$ cat src/rtl/dmem_arb_pkg.sv
// dmem_arb_pkg
// Shared constants for the data-memory arbiter: port indices, the default
// lock burst length and the conflict counter ceiling, plus a saturating
// increment helper used by the conflict statistics.
package dmem_arb_pkg;

    // Port indices as 1-bit values so they compare directly against last_grant.
    localparam logic PORT_CORE   = 1'b0;   // p0: core load/store
    localparam logic PORT_LOADER = 1'b1;   // p1: loader/debug

    localparam int unsigned DEFAULT_MAX_BURST = 8;

    localparam logic [15:0] CONFLICT_MAX = 16'hFFFF;

    // Increment a 16-bit counter, sticking at CONFLICT_MAX.
    function automatic logic [15:0] sat_inc16(input logic [15:0] value);
        logic [15:0] result;
        if (value == CONFLICT_MAX) begin
            result = value;
        end else begin
            result = value + 16'd1;
        end
        return result;
    endfunction

endpackage

$ cat src/rtl/arb_rr2.sv
// arb_rr2
// Two-way round-robin arbiter with a burst lock for the loader port.
// Ports:
//   clk, rst      clock and asynchronous active-high reset
//   req0, req1    request lines (core, loader)
//   lock          loader asks to keep the grant across consecutive cycles
//   gnt0, gnt1    one-hot (or zero) combinational grants
// The grant is combinational from the requests; a grant is always a transfer
// because a port is only granted while it requests.
module arb_rr2
    import dmem_arb_pkg::*;
#(
    parameter int unsigned MAX_BURST = DEFAULT_MAX_BURST
) (
    input  logic clk,
    input  logic rst,
    input  logic req0,
    input  logic req1,
    input  logic lock,
    output logic gnt0,
    output logic gnt1
);

    localparam int unsigned BW = $clog2(MAX_BURST + 1);
    localparam logic [BW-1:0] BURST_LIMIT = BW'(MAX_BURST);

    logic          last_grant_q;
    logic          last_grant_d;
    logic [BW-1:0] burst_cnt_q;
    logic [BW-1:0] burst_cnt_d;
    logic          burst_open;

    // Grant selection: lock first, then round-robin on contention.
    always_comb begin
        gnt0       = 1'b0;
        gnt1       = 1'b0;
        burst_open = (burst_cnt_q < BURST_LIMIT);
        if (req0 && req1) begin
            if (lock && (last_grant_q == PORT_LOADER) && burst_open) begin
                gnt1 = 1'b1;
            end else if (last_grant_q == PORT_LOADER) begin
                gnt0 = 1'b1;
            end else begin
                gnt1 = 1'b1;
            end
        end else if (req0) begin
            gnt0 = 1'b1;
        end else if (req1) begin
            gnt1 = 1'b1;
        end else begin
            gnt0 = 1'b0;
            gnt1 = 1'b0;
        end
    end

    // Next arbitration state; idle cycles leave last_grant untouched.
    always_comb begin
        last_grant_d = last_grant_q;
        burst_cnt_d  = burst_cnt_q;
        if (gnt0) begin
            last_grant_d = PORT_CORE;
        end else if (gnt1) begin
            last_grant_d = PORT_LOADER;
        end else begin
            last_grant_d = last_grant_q;
        end

        // Only a p1 grant following a p1 grant extends the burst; the first
        // p1 grant after a p0 grant starts from the cleared count.
        if (!lock || gnt0) begin
            burst_cnt_d = '0;
        end else if (gnt1 && (last_grant_q == PORT_LOADER) && burst_open) begin
            burst_cnt_d = burst_cnt_q + BW'(1);
        end else begin
            burst_cnt_d = burst_cnt_q;
        end
    end

    // Arbitration state registers; reset makes p0 win the first contention.
    always_ff @(posedge clk or posedge rst) begin
        if (rst) begin
            last_grant_q <= PORT_LOADER;
            burst_cnt_q  <= '0;
        end else begin
            last_grant_q <= last_grant_d;
            burst_cnt_q  <= burst_cnt_d;
        end
    end

endmodule

$ cat src/rtl/dmem_arbiter.sv
// dmem_arbiter
// Shares one single-cycle data memory between the core (p0) and the
// loader/debug port (p1).
// Ports:
//   clk, rst                    clock, asynchronous active-high reset
//   pN_valid/pN_ready           request handshake, ready combinational
//   pN_we/pN_addr/pN_wdata      request attributes
//   p1_lock                     loader burst priority request
//   pN_rsp_valid/pN_rsp_rdata   one-cycle read response, data held afterwards
//   mem_wr_en/mem_addr/mem_wd   memory request, follows the granted port
//   mem_rd                      combinational memory read data
//   conflict_cnt                saturating count of contended cycles
module dmem_arbiter
    import dmem_arb_pkg::*;
#(
    parameter int unsigned DATA_WIDTH    = 32,
    parameter int unsigned ADDRESS_WIDTH = 32,
    parameter int unsigned MAX_BURST     = DEFAULT_MAX_BURST
) (
    input  logic                     clk,
    input  logic                     rst,
    input  logic                     p0_valid,
    output logic                     p0_ready,
    input  logic                     p0_we,
    input  logic [ADDRESS_WIDTH-1:0] p0_addr,
    input  logic [DATA_WIDTH-1:0]    p0_wdata,
    input  logic                     p1_valid,
    output logic                     p1_ready,
    input  logic                     p1_we,
    input  logic [ADDRESS_WIDTH-1:0] p1_addr,
    input  logic [DATA_WIDTH-1:0]    p1_wdata,
    input  logic                     p1_lock,
    output logic                     p0_rsp_valid,
    output logic [DATA_WIDTH-1:0]    p0_rsp_rdata,
    output logic                     p1_rsp_valid,
    output logic [DATA_WIDTH-1:0]    p1_rsp_rdata,
    output logic                     mem_wr_en,
    output logic [ADDRESS_WIDTH-1:0] mem_addr,
    output logic [DATA_WIDTH-1:0]    mem_wd,
    input  logic [DATA_WIDTH-1:0]    mem_rd,
    output logic [15:0]              conflict_cnt
);

    logic                  gnt0;
    logic                  gnt1;
    logic                  p0_rsp_valid_q;
    logic                  p0_rsp_valid_d;
    logic [DATA_WIDTH-1:0] p0_rsp_rdata_q;
    logic [DATA_WIDTH-1:0] p0_rsp_rdata_d;
    logic                  p1_rsp_valid_q;
    logic                  p1_rsp_valid_d;
    logic [DATA_WIDTH-1:0] p1_rsp_rdata_q;
    logic [DATA_WIDTH-1:0] p1_rsp_rdata_d;
    logic [15:0]           conflict_cnt_q;
    logic [15:0]           conflict_cnt_d;

    arb_rr2 #(
        .MAX_BURST (MAX_BURST)
    ) u_arb (
        .clk  (clk),
        .rst  (rst),
        .req0 (p0_valid),
        .req1 (p1_valid),
        .lock (p1_lock),
        .gnt0 (gnt0),
        .gnt1 (gnt1)
    );

    assign p0_ready = gnt0;
    assign p1_ready = gnt1;

    // Memory request mux; everything is zero when no port holds the grant.
    // Write enable is suppressed during reset even though grants still follow valid.
    always_comb begin
        mem_wr_en = 1'b0;
        mem_addr  = {ADDRESS_WIDTH{1'b0}};
        mem_wd    = {DATA_WIDTH{1'b0}};
        if (gnt0) begin
            mem_wr_en = p0_we & ~rst;
            mem_addr  = p0_addr;
            mem_wd    = p0_wdata;
        end else if (gnt1) begin
            mem_wr_en = p1_we & ~rst;
            mem_addr  = p1_addr;
            mem_wd    = p1_wdata;
        end else begin
            mem_wr_en = 1'b0;
            mem_addr  = {ADDRESS_WIDTH{1'b0}};
            mem_wd    = {DATA_WIDTH{1'b0}};
        end
    end

    // Read capture at the accepting edge; data holds between responses.
    always_comb begin
        p0_rsp_valid_d = gnt0 & ~p0_we;
        p1_rsp_valid_d = gnt1 & ~p1_we;
        p0_rsp_rdata_d = p0_rsp_rdata_q;
        p1_rsp_rdata_d = p1_rsp_rdata_q;
        if (p0_rsp_valid_d) begin
            p0_rsp_rdata_d = mem_rd;
        end else begin
            p0_rsp_rdata_d = p0_rsp_rdata_q;
        end
        if (p1_rsp_valid_d) begin
            p1_rsp_rdata_d = mem_rd;
        end else begin
            p1_rsp_rdata_d = p1_rsp_rdata_q;
        end
    end

    // Every cycle with both ports requesting denies exactly one of them.
    always_comb begin
        conflict_cnt_d = conflict_cnt_q;
        if (p0_valid && p1_valid) begin
            conflict_cnt_d = sat_inc16(conflict_cnt_q);
        end else begin
            conflict_cnt_d = conflict_cnt_q;
        end
    end

    // Response and statistics registers; reset drops any pending response.
    always_ff @(posedge clk or posedge rst) begin
        if (rst) begin
            p0_rsp_valid_q <= 1'b0;
            p0_rsp_rdata_q <= {DATA_WIDTH{1'b0}};
            p1_rsp_valid_q <= 1'b0;
            p1_rsp_rdata_q <= {DATA_WIDTH{1'b0}};
            conflict_cnt_q <= 16'h0000;
        end else begin
            p0_rsp_valid_q <= p0_rsp_valid_d;
            p0_rsp_rdata_q <= p0_rsp_rdata_d;
            p1_rsp_valid_q <= p1_rsp_valid_d;
            p1_rsp_rdata_q <= p1_rsp_rdata_d;
            conflict_cnt_q <= conflict_cnt_d;
        end
    end

    assign p0_rsp_valid = p0_rsp_valid_q;
    assign p0_rsp_rdata = p0_rsp_rdata_q;
    assign p1_rsp_valid = p1_rsp_valid_q;
    assign p1_rsp_rdata = p1_rsp_rdata_q;
    assign conflict_cnt = conflict_cnt_q;

endmodule

$ cat config.mk
export PLATFORM = sky130hd
export DESIGN_NAME = dmem_arbiter
export DESIGN_NICKNAME = d
export VERILOG_FILES = /design/src/rtl/dmem_arb_pkg.sv /design/src/rtl/arb_rr2.sv /design/src/rtl/dmem_arbiter.sv
export SDC_FILE = /design/constraint.sdc
export NUM_CORES = 1
export LEC_CHECK = 0
export CORE_AREA = 10 10 135 137
export DETAILED_ROUTE_END_ITERATION = 10
export DIE_AREA = 0 0 145 147
export PLACE_DENSITY = 0.69
export SLEW_MARGIN = 25
export SYNTH_ARGS = -nofsm -noshare
export SYNTH_HDL_FRONTEND = slang
export SYNTH_SLANG_ARGS = --single-unit
$ cat constraint.sdc
create_clock -name clk -period 3.2 [get_ports clk]
set_clock_uncertainty 0.05 [all_clocks]
set_input_delay 0.32 -clock clk [delete_from_list [all_inputs] [get_ports clk]]
set_output_delay 0.32 -clock clk [all_outputs]
set_load 0.03 [all_outputs]
==> metrics.md <==
| Metric | Value |
|---|---|
| Insertion delay to the later sink of the worst-skew pair | `around 0.33 ns` |
| Share of the clock period used by the worst path after layout | `approximately 94%` |
| CP delay by family, top | `buffers and inverters` |
| Final Max Slew Viols | `0` |
| Final standard cell count with taps included and fillers excluded | `between 900 and 1000` |
| Die Height | `between 100 and 150 um` |
| Placed cell count | `a little under 1000` |
| Async set-reset flop share out of synthesis | `100%` |
| CTS tree | `yes` |
| Number of global-route vias before repair | `approximately 5000` |
| Vias per Instance | `around 4.8` |
| Floorplan row count | `46` |
| Post-cts repair resize count | `0` |
| Initial antenna violation count | `2` |
| CP Buf/Inv Count | `4` |
| Setup TNS Final | `0 ns` |
| Synth Register Bits | `87` |
| HP Class | `input pin to flop` |
| Most frequently used cell type in the post-synthesis netlist | `sky130_fd_sc_hd__dfrtp_1` |
| Number of nets in the final layout | `931` |
| Total setup buffers inserted after CTS | `0` |
| Overflow left after global routing | `0` |
| Number of synthesized flops with an enable pin | `0` |
| H-tree Lvls | `3` |
| Layout overhead on the synthesized area | `79.4%` |
| CP max FO | `35` |
| Synthesized netlist net count | `roughly 630` |
| Num Clock Sinks | `87` |
| Time the worst path needs with I/O delays and setup | `3.00 ns` |
| Final Setup Violations | `0` |
| Routed len/inst | `roughly 19 um` |
| Unrepaired setup endpoints after global routing | `no` |
| Primary flip-flop cell chosen by synthesis mapping | `sky130_fd_sc_hd__dfrtp_1` |
| Global-route wire length before repair | `around 30 mm` |
| Most prevalent standard cell on the critical path | `sky130_fd_sc_hd__clkdlybuf4s50_1` |
| Tot GR Track Use | `approximately 17%` |
| Detailed-placement wirelength estimate | `~15 mm` |
| Starting density of the core | `29.2%` |
| Cell types occupying the most area after synthesis | `sky130_fd_sc_hd__dfrtp_1 (47%), sky130_fd_sc_hd__mux2_2 (17%), sky130_fd_sc_hd__nand3_1 (7.7%)` |
| GR met3 Demand/Resource | `under 10%` |
| Crit path depth | `8` |
| Largest net degree at the start of global routing | `68` |
| DR iter-0 viols | `~140` |
| Cell chosen for the clock root | `sky130_fd_sc_hd__clkbuf_16` |
| Total placed instance area | `7850 um^2` |
| Highest achievable clock rate | `approximately 330 MHz` |
| Power density relative to cell area | `approximately 520 nW/um^2` |
| CP Class | `input pin to output pin` |
| TritonCTS buffer count | `9` |
| Static Leak | `~3.4 nW` |
| Outcome | `finished, final reports clean` |
| Number of hold violations in the final report | `0` |
| Non-Filler Cell Area, Final | `slightly above 8000 um^2` |
| Core Area | `between 15000 and 20000 um^2` |
| Max-Slew Margin vs Limit | `approximately half` |
| Launching element type of the critical path | `input pin` |
| Depth of the most critical reg-to-reg path | `6` |
| CP startpoint | `p1_lock` |
| R2r setup slk | `roughly 1.1 ns` |
| Crit. End Element | `output pin` |
| Die ar. | `21300 um^2` |
| Start of the worst register-to-register path | `u_arb.burst_cnt_q[3]` |
| Worst path slowest cell | `sky130_fd_sc_hd__clkdlybuf4s50_1` |
| Number of iterations in the first detailed-routing pass | `4` |
| Mean instance size in the synthesized netlist | `~9.8 um^2` |
| Proportion of layout cells with a drive suffix above 1 | `16.4%` |
| CP Data Arrival Time | `2.63 ns` |
| Most Used Layer, Global Route | `met2` |
| Final weighted congestion in routability-driven placement | `just under 0.8` |
| Setup crit end | `mem_wd[26]` |
| Worst endpoint required time | `2.83 ns` |
| Library cells used by synthesis | `slightly above 40` |
| Count of hold-fix buffers inserted at cts | `0` |
| Residual antenna-violating net count after detailed routing | `0` |
| Met2 GRT Util | `between 20% and 30%` |
| Area fraction of the dominant cell type after synthesis | `47.3%` |
| Total number of yosys warnings | `0` |
| Met1 Usage GRT | `18.1%` |
| Total via count in the routed design | `between 4000 and 5000` |
| Endpoint of the lowest-slack register-to-register path | `p0_rsp_rdata[23]` |
| Syn Inst Count | `between 400 and 500` |
| Port Buf Inserts | `~320` |
| Residual DRC | `0` |
| Clock Path Buffers | `2` |
| Max cap viols | `0` |
| Most numerous cell types in the synthesized netlist | `sky130_fd_sc_hd__dfrtp_1 (86), sky130_fd_sc_hd__nand2_1 (71), sky130_fd_sc_hd__nand3_1 (70)` |
| Biggest area consumer among synthesized cells | `sky130_fd_sc_hd__dfrtp_1` |
| Fraction of the yosys area taken by sequential cells | `approximately 48%` |
| IR Drop Worst-Case VDD | `roughly 0.24 mV` |
| Aggregate routed wire length | `approximately 19 mm` |
| Slew of the pin with the lowest slew margin | `around 0.73 ns` |
| Top-Level Pins | `~320` |
| Clock slew at reported path FFs | `about 0.060 ns` |
| Sequence of cells on the critical path | `clkdlybuf4s50_1 -> nor2b_2 -> o21ai_4 -> nand2_1 -> inv_1 -> buf_4 -> o21ai_0 -> clkdlybuf4s50_1` |
| Slowest Stage Delay on Critical Path | `0.71 ns` |
| Netlist area before placement | `between 4000 and 5000 um^2` |
| Die extent in x | `~150 um` |
==> how the worst min path moves through the flow <==
stage	slack, ns	depth (start not counted)	end	start
final	0.27	2	u_arb.last_grant_q	p0_valid
after detailed placement	0.44	1	p0_rsp_rdata[26]	p0_rsp_rdata[26]
after CTS	0.26	2	u_arb.last_grant_q	p0_valid
after global routing	0.29	2	u_arb.last_grant_q	p0_valid
after global placement	0.44	1	p0_rsp_rdata[30]	p0_rsp_rdata[30]
after floorplan	0.40	1	u_arb.burst_cnt_q[3]	p1_lock
==> through the flow <==
| step | setup slack, ns | hold slack [ns] | power, mW | utilization (%) |
|---|---|---|---|---|
| after detailed placement | 0.202 | 0.444 | 3.24 | 50.3 |
| after floorplan | 0.581 | 0.398 | 2.34 | - |
| after global routing | 0.0233 | 0.293 | 4.45 | 52.3 |
| after CTS | 0.182 | 0.259 | 4.32 | 52.3 |
| after global placement | 0.293 | 0.436 | 3.21 | 50.3 |
| final | 0.197 | 0.273 | 4.25 | 52.3 |
==> kinds of logic after synthesis <==
logic type	synth area share, %
simple gates	19.0
fa+ha+maj	0.550
compound gates	8.53
mux	17.1
flops	47.9
buf+inv	4.24
xor+xnor	2.70
==> where the power goes <==
part | internal (mW) | leakage [nW] | switching [mW]
sequential | 1.29 | 1.05 | 0.135
clock | 0.630 | 0.153 | 0.427
combinational | 0.819 | 2.15 | 0.948
==> layout by cell type, fill, tap and decap left out, drive strengths merged, types with 3 or more instances in the layout <==
cell	n
xor2	6
nor3	3
nand3	70
diode	3
and3	4
buf	31
o21ai	66
nor2	7
xnor2	8
nand2	71
dfrtp	86
nand4	9
clkdlybuf4s50	293
clkinv	4
clkbuf	10
mux2	68
inv	8
==> layer usage <==
| layer | up-vias | wire (um) |
|---|---|---|
| li1 | 2220 | - |
| met1 | 2273 | 7430 |
| met2 | 214 | 9530 |
| met3 | 20 | 1780 |
| met4 | 0 | 338 |
| met5 | - | 0 |
==> area by class of cell <==
class | count | area [um^2]
timing repair buffer | 324 | 3190
inverter | 7 | 27.5
antenna | 3 | 7.51
sequential | 87 | 2180
fill | 1437 | 7440
tap | 216 | 270
multi-input combinational | 333 | 2190
clock buffer | 10 | 239
clock inverter | 6 | 66.3
==> registers in the layout, summed over array words and instances, names as in the netlist <==
name	cells
p0_rsp_rdata	32
u_arb.last_grant_q	1
p1_rsp_valid	1
conflict_cnt	16
p0_rsp_valid	1
p1_rsp_rdata	32
u_arb.burst_cnt_q	4
No activity file was read; power rests on OpenSTA's default activity.
